==> config.mk <==
export PLATFORM = sky130hd
export DESIGN_NAME = if_fetch_unit
export DESIGN_NICKNAME = d
export VERILOG_FILES = /design/src/rtl/if_fetch_unit.sv
export SDC_FILE = /design/constraint.sdc
export NUM_CORES = 1
export LEC_CHECK = 0
export BUFFER_PORTS_ARGS = -buffer_cell sky130_fd_sc_hd__buf_2
export CORE_ASPECT_RATIO = 0.8
export CORE_MARGIN = 2
export CORE_UTILIZATION = 30
export DETAILED_ROUTE_END_ITERATION = 8
export PLACE_DENSITY = 0.61
export SKIP_CTS_REPAIR_TIMING = 1
export SYNTH_ARGS = -nofsm -noshare
export SYNTH_HDL_FRONTEND = slang
export SYNTH_SLANG_ARGS = --single-unit
==> constraint.sdc <==
create_clock -name clk -period 2.1 [get_ports clk]
set_input_delay 0.315 -clock clk [delete_from_list [all_inputs] [get_ports clk]]
set_output_delay 0.315 -clock clk [all_outputs]
set_load 0.03 [all_outputs]
==> src/rtl/if_fetch_unit.sv <==
`timescale 1ns/1ps
// ---------------------------------------------------------------------------
// if_fetch_unit
//   Instruction-fetch stage with program counter. Each 32-bit instruction is
//   gathered as four byte reads over a byte-wide memory port with one-cycle
//   read latency. The assembled word is presented to the IF/ID register and
//   handed off when the stall controller lets the PC and IF stages advance.
//   A branch redirect from EX discards any fetch in progress.
//
// Ports:
//   clk              rising-edge clock
//   rst              synchronous active-high reset
//   stall[5:0]       stall vector; bit0 holds the PC, bit1 holds IF
//   branch_flag_i    single-cycle redirect request from EX
//   branch_target_i  redirect target PC
//   mem_grant_i      arbiter accepts this cycle's byte read
//   mem_din[7:0]     data for the read granted in the previous cycle
//   mem_rd           byte read request
//   mem_a            byte address (pc + issue_idx)
//   if_pc_o          PC of the presented instruction
//   if_inst_o        assembled little-endian instruction
//   if_valid_o       if_inst_o / if_pc_o valid this cycle
//   stallreq_if      fetch still in progress
// ---------------------------------------------------------------------------
module if_fetch_unit #(
  parameter int                    ADDR_WIDTH = 32,
  parameter logic [ADDR_WIDTH-1:0] RESET_PC   = '0
) (
  input  logic                  clk,
  input  logic                  rst,
  input  logic [5:0]            stall,
  input  logic                  branch_flag_i,
  input  logic [ADDR_WIDTH-1:0] branch_target_i,
  input  logic                  mem_grant_i,
  input  logic [7:0]            mem_din,
  output logic                  mem_rd,
  output logic [ADDR_WIDTH-1:0] mem_a,
  output logic [ADDR_WIDTH-1:0] if_pc_o,
  output logic [31:0]           if_inst_o,
  output logic                  if_valid_o,
  output logic                  stallreq_if
);

  logic [ADDR_WIDTH-1:0] pc_q, pc_d;
  logic [2:0]            issue_idx_q, issue_idx_d;
  logic [2:0]            cap_idx_q, cap_idx_d;
  logic                  pending_q, pending_d;
  logic [1:0]            pend_slot_q, pend_slot_d;
  logic [3:0][7:0]       byte_buf_q, byte_buf_d;
  // Marks the dead cycle right after reset: nothing issues or captures.
  logic                  post_rst_q, post_rst_d;

  logic active;
  logic done;
  logic issue_ok;
  logic unused_stall;

  assign unused_stall = ^stall[5:2];

  assign active   = !post_rst_q;
  assign done     = (cap_idx_q == 3'd4);
  assign issue_ok = active && (issue_idx_q < 3'd4) && !branch_flag_i;

  // Request/address generation and the presented instruction. The reset
  // gating keeps outputs quiet in the reset cycle itself, before the
  // synchronous reset has cleared the registers.
  always_comb begin
    mem_rd      = !rst && issue_ok;
    mem_a       = pc_q + ADDR_WIDTH'(issue_idx_q);
    if_valid_o  = !rst && active && done && !branch_flag_i;
    stallreq_if = !rst && active && !done;
    if_inst_o   = rst ? 32'h0 : byte_buf_q;
    if_pc_o     = rst ? RESET_PC : pc_q;
  end

  // Next-state logic. A branch wins over capture, hand-off and stall; the
  // byte in flight is dropped by clearing pending without capturing it.
  always_comb begin
    pc_d        = pc_q;
    issue_idx_d = issue_idx_q;
    cap_idx_d   = cap_idx_q;
    pending_d   = 1'b0;
    pend_slot_d = pend_slot_q;
    byte_buf_d  = byte_buf_q;
    post_rst_d  = 1'b0;

    if (active) begin
      if (branch_flag_i) begin
        pc_d        = branch_target_i;
        issue_idx_d = 3'd0;
        cap_idx_d   = 3'd0;
      end else begin
        if (issue_ok && mem_grant_i) begin
          issue_idx_d = issue_idx_q + 3'd1;
          pending_d   = 1'b1;
          pend_slot_d = issue_idx_q[1:0];
        end
        if (pending_q) begin
          byte_buf_d[pend_slot_q] = mem_din;
          cap_idx_d               = cap_idx_q + 3'd1;
        end
        // Stall bits only matter once the word is complete.
        if (done && (stall[1:0] == 2'b00)) begin
          pc_d        = pc_q + ADDR_WIDTH'(4);
          issue_idx_d = 3'd0;
          cap_idx_d   = 3'd0;
        end
      end
    end
  end

  // State registers with synchronous reset.
  always_ff @(posedge clk) begin
    if (rst) begin
      pc_q        <= RESET_PC;
      issue_idx_q <= 3'd0;
      cap_idx_q   <= 3'd0;
      pending_q   <= 1'b0;
      pend_slot_q <= 2'd0;
      byte_buf_q  <= '0;
      post_rst_q  <= 1'b1;
    end else begin
      pc_q        <= pc_d;
      issue_idx_q <= issue_idx_d;
      cap_idx_q   <= cap_idx_d;
      pending_q   <= pending_d;
      pend_slot_q <= pend_slot_d;
      byte_buf_q  <= byte_buf_d;
      post_rst_q  <= post_rst_d;
    end
  end

endmodule

=== Yosys cells after proc, flatten, opt, wreduce, memory -nomap -nowiden ===
Cells that the tools add are included.

* Bits in registers: 74
* Input bits: 50
* Output and inout bits: 99
* Word-level logic and storage cells: 59

* Add/subtract/negate cells: 4
* Magnitude comparators: 3
* Equality and inequality tests: 1
* Muxes and demuxes: 15
* Bitwise operators: 2
* Reduce and logical (&&, ||, !) cells: 24

{| class="wikitable"
|+ Operators with widths
! kind !! count
|-
| 2-to-1 mux 32 bit || 4
|-
| adder 32 x 3 -> 32 bit || 1
|-
| adder 32 x 3 -> 32 bit, second input constant || 1
|-
| bitwise mux 32 bit || 1
|-
| 2-to-1 mux 3 bit || 6
|-
| demux 8 bit (select 2 bit) || 1
|-
| logical AND 1 bit || 10
|-
| 2-to-1 mux 8 bit || 1
|-
| adder 3 x 1 -> 3 bit, second input constant || 2
|-
| AND reduction 2 bit || 3
|-
| AND reduction 3 bit || 2
|-
| nonzero test 3 bit || 2
|-
| logical NOT 1 bit || 4
|-
| == test 3 bit, second input constant || 1
|-
| < comparator 2 x 3 -> 1 bit, second input constant || 1
|-
| < comparator 3 bit, second input constant || 1
|-
| OR reduction 3 bit || 1
|-
| greater-or-equal comparator 2 x 1 -> 1 bit, second input constant || 1
|-
| logical NOT 2 bit || 1
|-
| 2-to-1 mux 1 bit || 2
|-
| inverter 1 bit || 2
|-
| nonzero test 2 bit || 1
|}

=== Depth between registers and ports, before layout ===
Gate-level depths: netlist (run 1).

* Depth in word-level cells: 7
* Mapped depth: 8
* Depth with buffers taken out: 7

=== Least setup slack after synthesis (run 1) ===
Ideal clock, no wire load.

* Path kind: reg-to-output
* Start: register issue_idx_q[0]
* End: output port mem_a[30]
* Arrival time: 2.218 ns
* Required time: 1.785 ns
* Path slack: -0.433 ns
* Cell stages (with the launch flop): 8
* Buffers on the path: 0
* Cell sequence: dfxtp_1 -> ha_1 -> fa_1 -> a21o_1 -> nand4_1 -> nor4_4 -> nand4b_1 -> xnor2_1

* Longest elaborated chain between the ends: 1

{| class="wikitable"
|+ Ends and longest elaborated chain
! what !! RTL line !! RTL
|-
| start, declared || 45 || <nowiki>logic [2:0] issue_idx_q, issue_idx_d;</nowiki>
|-
| start signal, assigned || 124 || <nowiki>issue_idx_q <= issue_idx_d;</nowiki>
|-
| adder 32 x 3 -> 32 bit || 69 || <nowiki>mem_a = pc_q + ADDR_WIDTH'(issue_idx_q);</nowiki>
|-
| end, declared || 37 || <nowiki>output logic [ADDR_WIDTH-1:0] mem_a,</nowiki>
|}

No other way between the ends.

=== Worst setup path after layout (run 1) ===
* Start: register pc_q[0]
* End: output port mem_a[30]

* Longest elaborated chain between the ends: 1

{| class="wikitable"
|+ Ends and longest elaborated chain
! what !! RTL line !! RTL
|-
| start, declared || 44 || <nowiki>logic [ADDR_WIDTH-1:0] pc_q, pc_d;</nowiki>
|-
| start signal, assigned || 123 || <nowiki>pc_q <= pc_d;</nowiki>
|-
| adder 32 x 3 -> 32 bit || 69 ||
|}

No other way between the ends.

==> results of run 1 <==
kinds of logic (layout without fill, tap and decap cells):
group,count (synthesis),in the layout,synth area share [%]
buffers and inverters,53,265,4.701
flip-flops,74,74,31.99
AO/OA/AOI/OAI,104,104,15.08
multiplexers,38,38,8.214
XOR/XNOR,34,34,6.431
other,0,1,0
AND/OR/NAND/NOR,262,262,31.26
adder cells (fa/ha/maj),8,8,2.324
sequential cells by signal (all words and copies together) (netlist names):
signal and count:
issue_idx_q 3, byte_buf_q 32, pending_q 1, cap_idx_q 3, pc_q 32, post_rst_q 1, pend_slot_q 2
power by group:
group          switching, mW  leakage [nW]  total (mW)  internal [mW]
logic                  0.331          2.74       0.561          0.229
clock network          0.648         0.140        1.49          0.843
registers             0.0294         0.602        1.46           1.43
metal layers:
metal / global-route usage [%] / wire length, um / vias up
met3: 5.706 / 1282 / 15
li1: - / - / 2427
met2: 27.24 / 6801 / 165
met1: 23.48 / 6620 / 2225
met5: 0 / 0 / -
met4: 4.356 / 203 / 0
Yosys cell counts (all sizes together) (13+ instances only):
library cell | instances | area share [%]
nand3 | 13 | 1.4
nor2 | 86 | 7.1
o21ai | 25 | 2.7
a21oi | 15 | 1.6
dfxtp | 74 | 32
nand2 | 35 | 2.8
xnor2 | 21 | 4.0
clkbuf | 22 | 1.8
xor2 | 13 | 2.5
mux2i | 38 | 8.2
nor2b | 60 | 8.1
buf | 19 | 1.9
nand4 | 21 | 3.4
a22oi | 18 | 2.9
cell type report:
| type | count | area [sq um] | share of cell area (%) |
|---|---|---|---|
| multi-input cells | 446 | 3473 | 48.27 |
| repair buffers | 237 | 1632 | 22.67 |
| flip-flops and latches | 74 | 1493 | 20.74 |
| well taps | 210 | 262.8 | 3.652 |
| clock buffers | 10 | 239.0 | 3.321 |
| clock inverters | 6 | 48.80 | 0.6781 |
| inverters | 12 | 45.04 | 0.6260 |
| diodes | 1 | 2.502 | 0.03478 |
worst max-delay path: cells and delay by family (launching register included):
kind            cells  cell delay, ns
compound gates      1            0.14
buf+inv             1            0.15
flops               1            0.35
xor+xnor            1            0.22
fa+ha+maj           2            0.34
simple gates        3            0.80
worst paths after layout:
check                                 endpoint  cells after the start  slack [ns]
worst min register to register  byte_buf_q[29]                      2        0.49
worst max-delay path                 mem_a[30]                      8       -0.54
worst min-delay path                   pc_q[1]                      3        0.21
worst max register to register        pc_q[22]                      9        0.10
==> out/qor.yml, run 1 <==
syn_to_final_growth_pct: 55.39
hpwl_mm: 11.28
grt.total_usage_pct: 17.48
hold_path.startpoint: "branch_target_i[1]"
place.gp.congestion: 0.8311
vias_per_cell: 4.851
cts.path.max_buffers: 2
port_buffers: 144
clock-sinks: 74
grt_pass1_wl_mm: 22.66
ys.flop_type: "dfxtp_1"
ant_nets: 0
period_share_pct: 125.8
route.vias.total: 4832
drt-total-wl_mm: 14.91
rsz0062_at_grt: "yes"
synth_seq_cells: 74
ir_drop_uv: 428.0
tightest_slew_ns: 0.6710
clk_latency_ns: 0.34
finalSetupViolCount: 27
dieArea_sq_um: 16450
layout_setup_ws_ns: -0.5418
max-slew-margin-rel_pct: 55.03
cpPeakStageDelay_ns: 0.35
postPlaceCellArea_sq_um: 6422
clock_skew_ns: 0.009988
cellPowerDensity_nw_per_um2: 488.2
async_flop_share_pct: 0
initial_core_util_pct: 30.74
syn_nets: 631
clock-root-buffer: "clkbuf_16"
drt_iter0_drc: 269
grt_pass1_vias: 4354
drv_slew: 0
synth_edf_count: 0
synthCells: 573
synth_cell_types: 59
cts_inserted_buffers: 9
layout-drive-gt1-share_pct: 41.53
drc: 0
cp_data_required_time_ns: 1.78
post_drt_wl_per_cell_um: 14.97
die_h_um: 115.1
violations: "setup timing"
grt_max_degree: 60
critPathLaunchType: "flip-flop"
hold_viol: 0
clk_pin_slew_ns: 0.06
mostFrequentLayoutCells: "buf_2, buf_4, nor2_1"
cap_violations: 0
io_pins: 149
final_cells: 996
cpMaxStageDelayCell: "dfxtp_2"
nFillCells: 1441
dp_cells: 969
postLayoutCoreUtil_pct: 47.77
ys_seq_area_share_pct: 31.99
fin_nets: 838
rows: 40
synth_area_sq_um: 4631
final.setup.tns_ns: -9.945
dp_slack_ns: -0.3140
finalPower_mw: 3.513
finalCriticalPeriod_ns: 2.642
syn_area_per_cell_sq_um: 8.081
status: "finished, violations left"
startpoint: "pc_q[0]"
fmax_mhz: 378.5
ys_warn_count: 0
final_common_cell: "buf_2"
critical_path_class: "flip-flop to output port"
antenna_found_initial: 1
die_x_um: 142.9
reg2reg_from: "pc_q[3]"
arrival_ns: 2.33
p_leak_nw: 3.483
whs_ns: 0.2122
cts_tree: "built"
worstPathMaxFanout: 3
hold_path_class: "input pin to flip-flop"
detail_route.first_pass.iterations: 4
coreArea_sq_um: 15060
stdcell_area_sq_um: 7196
overflow: 0
path_cells: "ha_4, fa_2, a21o_1, nand4_1, nor4_4, nand4b_1, xnor2_4, buf_6"
crit_path_end_kind: "output port"
htree_levels: 3
Note: power is estimated with default switching activity, not from simulation.
==> run 2, diff against run 1 <==
Settings changed: ABC_AREA set to 1.
==> run 2 against run 1 <==
Effect of this change: the run still ends with setup timing left; flip-flop and latch count stayed put; die area rose by 2.7%; first-iteration DRC count is 28% higher; combinational power increased by 6.6%; count of clock-buffer cells in the layout is 1 lower; clock power rose by 5%; critical endpoint is now mem_a[8].
==> out/qor.yml, run 2 <==
synth_top_cell_area_share_pct: 31.13  # -0.87 points
syn_to_final_growth_pct: 42.03
critical_path_class: "flip-flop to output port"
fin_nets: 993  # +18%
ys_warn_count: 0  # unchanged
ir_drop_uv: 362.8  # -15%
grt.total_usage_pct: 18.41  # +0.94 points
die_x_um: 144.8  # +1.3%
port_buffers: 144  # unchanged
stdcell_area_sq_um: 6760  # -6.1%
io_pins: 149  # unchanged
ant_nets: 0  # unchanged
clock_skew_ns: 0.009109  # -0.0008786 ns
clk_pin_slew_ns: 0.06  # about the same
violations: "setup timing"
vias_per_cell: 4.588  # -5.4%
whs_ns: 0.2386  # +0.02639 ns
fmax_mhz: 425.4  # +12%
hpwl_mm: 12.01  # +6.5%
synth_area_leader_cell: "dfxtp_1"
route.vias.total: 5299  # +9.7%
cts_inserted_buffers: 9  # unchanged
cpPeakStageDelay_ns: 0.38  # +0.03 ns
status: "finished, violations left"
finalPower_mw: 3.654  # +4.0%
synthCells: 770  # +34%
finalCriticalPeriod_ns: 2.351  # -0.2910 ns
synth_common_cells: "nand2_1, nor2_1, inv_1"
grt_max_degree: 52  # -13%
rows: 41  # +2.5%
cp_data_required_time_ns: 1.78  # about the same
layout-drive-gt1-share_pct: 32.69  # -8.8 points
mostFrequentLayoutCells: "nand2_1, nor2_1, buf_2"
ys_top_cells_by_area: "dfxtp_1, nand2_1, nor2_1, inv_1, o21ai_0"
crit_family: "adder cells"
hold_path_class: "input pin to flip-flop"
cap_violations: 0  # unchanged
clk_latency_ns: 0.34  # about the same
post_drt_wl_per_cell_um: 13.96  # -6.7%
htree_levels: 3  # unchanged
yosysMostFrequentCell: "nand2_1"
postPlaceCellArea_sq_um: 5974  # -7.0%
cpMaxStageDelayCell: "fa_2"
synth_edf_count: 0  # unchanged
worstPathMaxFanout: 3  # unchanged
dp_slack_ns: -0.1452  # +0.1688 ns
final_cells: 1155  # +16%
grt_pass1_wl_mm: 23.87  # +5.4%
worst-path-buf-inv: 3  # +2
crit_path_end_kind: "output port"
synth_seq_cells: 74  # unchanged
reg_top3: "byte_buf_q x32, pc_q x32"
drt_iter0_drc: 345  # +28%
period_share_pct: 111.9  # -14 points
final_common_cell: "nand2_1"
die_h_um: 116.7  # +1.3%
hold_viol: 0  # unchanged
finalSetupViolCount: 28  # +3.7%
overflow: 0  # unchanged
postLayoutCoreUtil_pct: 43.21  # -4.6 points
drt-total-wl_mm: 16.13  # +8.2%
grt_pass1_vias: 4639  # +6.5%
p_leak_nw: 3.026  # -13%
clock-sinks: 74  # unchanged
cts_tree: "built"
ys.flop_type: "dfxtp_1"
tightest_slew_ns: 0.5854  # -0.08558 ns
cellPowerDensity_nw_per_um2: 540.5  # +11%
antenna_found_initial: 2  # +1
ys_seq_area_share_pct: 31.13  # -0.87 points
syn_nets: 828  # +31%
path_cells: "ha_4, fa_2, a21oi_4, nor2_4, inv_2, nor2_4, buf_4, xor2_1, buf_4"
synth_cell_types: 30  # -49%
async_flop_share_pct: 0  # unchanged
layout_setup_ws_ns: -0.2508  # +0.2910 ns
drv_slew: 0  # unchanged
place.gp.congestion: 0.9058  # +9.0%
drc: 0  # unchanged
dieArea_sq_um: 16900  # +2.7%
initial_core_util_pct: 30.42  # -0.32 points
arrival_ns: 2.04  # -0.29 ns
clock-root-buffer: "clkbuf_16"
max-slew-margin-rel_pct: 60.97  # +5.9 points
cts.path.max_buffers: 2  # unchanged
critPathLaunchType: "flip-flop"
dp_cells: 1136  # +17%
final.setup.tns_ns: -4.109  # +5.836 ns
detail_route.first_pass.iterations: 4  # unchanged
rsz0062_at_grt: "yes"
synth_area_sq_um: 4760  # +2.8%
coreArea_sq_um: 15650  # +3.9%
syn_area_per_cell_sq_um: 6.181  # -24%
[run 2: cell types whose count changed in the layout (fill, tap and decap cells not counted), sizes merged, moves of 25 or more]
cell / before / now
nand2: 35 / 185
nor2: 86 / 173
a21oi: 15 / 47
mux2i: 38 / 0
nor2b: 60 / 0
inv: 14 / 100
buf: 237 / 181
o21ai: 25 / 68
nand3: 13 / 38
[run 2: cells by family (layout without fill, tap and decap cells)]
kind of cell	count (synthesis)	count (layout)	share of synthesized area (%)
flip-flops	74	74	31.13
buffers and inverters	127	296	11.01
AND/OR/NAND/NOR	406	406	36.44
adder cells (fa/ha/maj)	8	8	2.261
other	0	1	0
XOR/XNOR	30	30	5.520
AO/OA/AOI/OAI	125	125	13.64
[run 2: worst paths after layout]
| check | slack [ns] | end | startpoint | depth (start not counted) |
|---|---|---|---|---|
| min reg2reg | 0.45 | byte_buf_q[10] | byte_buf_q[10] | 2 |
| min | 0.24 | pc_q[5] | branch_target_i[5] | 3 |
| max reg2reg | 0.27 | pc_q[14] | cap_idx_q[0] | 12 |
| max | -0.25 | mem_a[8] | issue_idx_q[0] | 9 |
[run 2: routing by layer]
| metal | wire [um] | GRT usage [%] | vias to the layer above |
|---|---|---|---|
| met5 | 13 | 0 | - |
| met1 | 7940 | 27.19 | 2420 |
| li1 | - | - | 2715 |
| met3 | 1084 | 5.166 | 10 |
| met2 | 6971 | 26.51 | 152 |
| met4 | 118 | 4.013 | 2 |
[run 2: power breakdown]
part / switching (mW) / internal [mW] / total (mW)
Clock: 0.639 / 0.918 / 1.56
Sequential: 0.0525 / 1.45 / 1.50
Combinational: 0.384 / 0.214 / 0.598
[run 2: layout make-up]
| class | instances | area, sq um |
|---|---|---|
| Antenna cell | 1 | 2.502 |
| Multi-Input combinational cell | 569 | 3131 |
| Tap cell | 215 | 269.0 |
| Fill cell | 1676 | 8886 |
| Timing Repair Buffer | 182 | 1186 |
| Inverter | 99 | 374.1 |
| Sequential cell | 74 | 1505 |
| Clock buffer | 9 | 225.2 |
| Clock inverter | 6 | 67.56 |
[run 2: worst reg2reg max path, delay by kind of cell (launching register included)]
kind / cells / cell delay [ns]
buffers and inverters: 3 / 0.46
adders and majority gates: 1 / 0.19
and+or+nand+nor: 7 / 0.62
DFF: 1 / 0.38
AOI/OAI and AO/OA: 1 / 0.07
==> run 3, diff against run 2 <==
Settings changed: CORE_MARGIN 2 to unset, RECOVER_POWER set to 100.
==> run 3 against run 2 <==
Effect of this change: the flow still finishes with violations (setup timing); count of clock-buffer cells in the layout unchanged; sequential share of layout area down 0.080 points; combinational power decreased by 2%; die area down 3.1%; fmax is 1.5% lower; flip-flop and latch count is the same; largest cell class unchanged.
==> out/qor.yml, run 3 (same netlist as run 2, synthesis figures left out) <==
rows: 40  # -2.4%
finalSetupViolCount: 31  # +11%
route.vias.total: 5258  # -0.77%
port_buffers: 144  # unchanged
reg_top3: "byte_buf_q x32, pc_q x32"
hpwl_mm: 12.00  # about the same
ant_nets: 0  # unchanged
clk_latency_ns: 0.34  # about the same
status: "finished, violations left"
detail_route.first_pass.iterations: 4  # unchanged
fin_nets: 999  # +0.60%
grt.total_usage_pct: 19.25  # +0.83 points
clock-sinks: 74  # unchanged
initial_core_util_pct: 31.18  # +0.76 points
drt_iter0_drc: 344  # -0.29%
cellPowerDensity_nw_per_um2: 552.2  # +2.2%
r2r_slack_ns: 0.23  # -0.04 ns
die_x_um: 142.8  # -1.4%
ir_drop_uv: 347.5  # -4.2%
route.met3.wl_um: 847  # -22%
antenna_found_initial: 0  # -2
clock-root-buffer: "clkbuf_16"
vias_per_cell: 4.548  # -0.86%
htree_levels: 3  # unchanged
overflow: 0  # unchanged
met2_length_mm: 6.440  # -7.6%
grt_pass1_vias: 4687  # +1.0%
final_common_cell: "nand2_1"
period_share_pct: 113.7  # +1.7 points
post_drt_wl_per_cell_um: 13.70  # -1.9%
violations: "setup timing"
final.setup.tns_ns: -5.506  # -1.397 ns
m1WireLength_mm: 8.411  # +5.9%
io_pins: 149  # unchanged
clk_pin_slew_ns: 0.07  # about the same
layout_setup_ws_ns: -0.2874  # -0.03666 ns
whs_ns: 0.2312  # -0.007404 ns
dp_cells: 1136  # unchanged
hold_path_class: "input pin to flip-flop"
finalCriticalPeriod_ns: 2.387  # +0.03666 ns
cts.path.max_buffers: 2  # unchanged
coreArea_sq_um: 15260  # -2.4%
cts_inserted_buffers: 9  # unchanged
hold_viol: 0  # unchanged
arrival_ns: 2.07  # +0.03 ns
cp_data_required_time_ns: 1.78  # about the same
tightest_slew_ns: 1.001  # +0.4154 ns
place.gp.congestion: 0.8760  # -3.3%
cts_tree: "built"
final_cells: 1156  # +0.087%
drv_slew: 0  # unchanged
critPathLaunchType: "flip-flop"
antennaDiodeCount: 0  # -1
dieArea_sq_um: 16380  # -3.1%
layout-drive-gt1-share_pct: 29.70  # -3.0 points
grt_pass1_wl_mm: 24.19  # +1.3%
drt-total-wl_mm: 15.83  # -1.8%
worstPathMaxFanout: 3  # unchanged
crit_path_end_kind: "output port"
syn_to_final_growth_pct: 41.25
cap_violations: 0  # unchanged
die_h_um: 114.7  # -1.7%
mostFrequentLayoutCells: "nand2_1, nor2_1, inv_1"
rsz0062_at_grt: "yes"
fmax_mhz: 418.9  # -1.5%
highest-signal-layer: "met4"
drc: 0  # unchanged
grt_max_degree: 36  # -31%
postLayoutCoreUtil_pct: 44.04  # +0.83 points
clock_skew_ns: 0.01199  # +0.002883 ns
max-slew-margin-rel_pct: 33.28  # -28 points
critical_path_class: "flip-flop to output port"
p_leak_nw: 3.010  # -0.54%
run 3: cell count changes in the layout (fill, tap and decap cells not counted), moves of 7 or more:
cell,delta
buf_2,-44
clkbuf_1,+14
clkbuf_2,+32
dfxtp_1,+7
nand2_1,+7
nand2_2,-8
run 3: area by class of cell:
class | count | area [sq um]
clock buffer | 9 | 225.2
clock inverter | 7 | 83.83
fill | 1663 | 8542
inverter | 99 | 374.1
multi-input combinational | 569 | 3085
sequential | 74 | 1491
tap | 210 | 262.8
timing repair buffer | 188 | 1200
run 3: through the flow:
step | total power, mW | cell area [sq um] | worst slack (ns)
floorplan | 1.867 | 4850 | -0.01524
global placement | 2.075 | 5993 | -0.1910
detailed placement | 2.077 | 5993 | -0.2226
CTS | 3.706 | 6302 | -0.6061
global route | 3.873 | 6723 | -0.3768
finish | 3.712 | 6723 | -0.2874
run 3: power by group:
group / total (mW) / internal [mW] / switching [mW]
clock: 1.63 / 0.944 / 0.682
combinational: 0.588 / 0.209 / 0.378
sequential: 1.50 / 1.45 / 0.0529
run 3: path summary, 6_finish.rpt:
check                     start            end  cells after the start
max reg2reg        cap_idx_q[0]       pc_q[20]                     12
min reg2reg       byte_buf_q[5]  byte_buf_q[5]                      2
max              issue_idx_q[0]      mem_a[24]                     10
min          branch_target_i[5]        pc_q[5]                      3
run 3: layer usage:
layer / global-route usage (%) / up-vias
met1: 28.82 / 2382
met4: 4.301 / 0
li1: - / 2732
met3: 4.099 / 11
met5: 0 / -
met2: 27.71 / 133
run 3: worst max-delay path, stage by stage (launching register included):
cell and delay, ns:
dfxtp_2 0.33, ha_4 0.16, fa_2 0.39, a21oi_4 0.15, nor2_4 0.08, inv_2 0.09
nor2_4 0.05, buf_6 0.12, nand2_4 0.05, xor2_2 0.15, buf_6 0.15
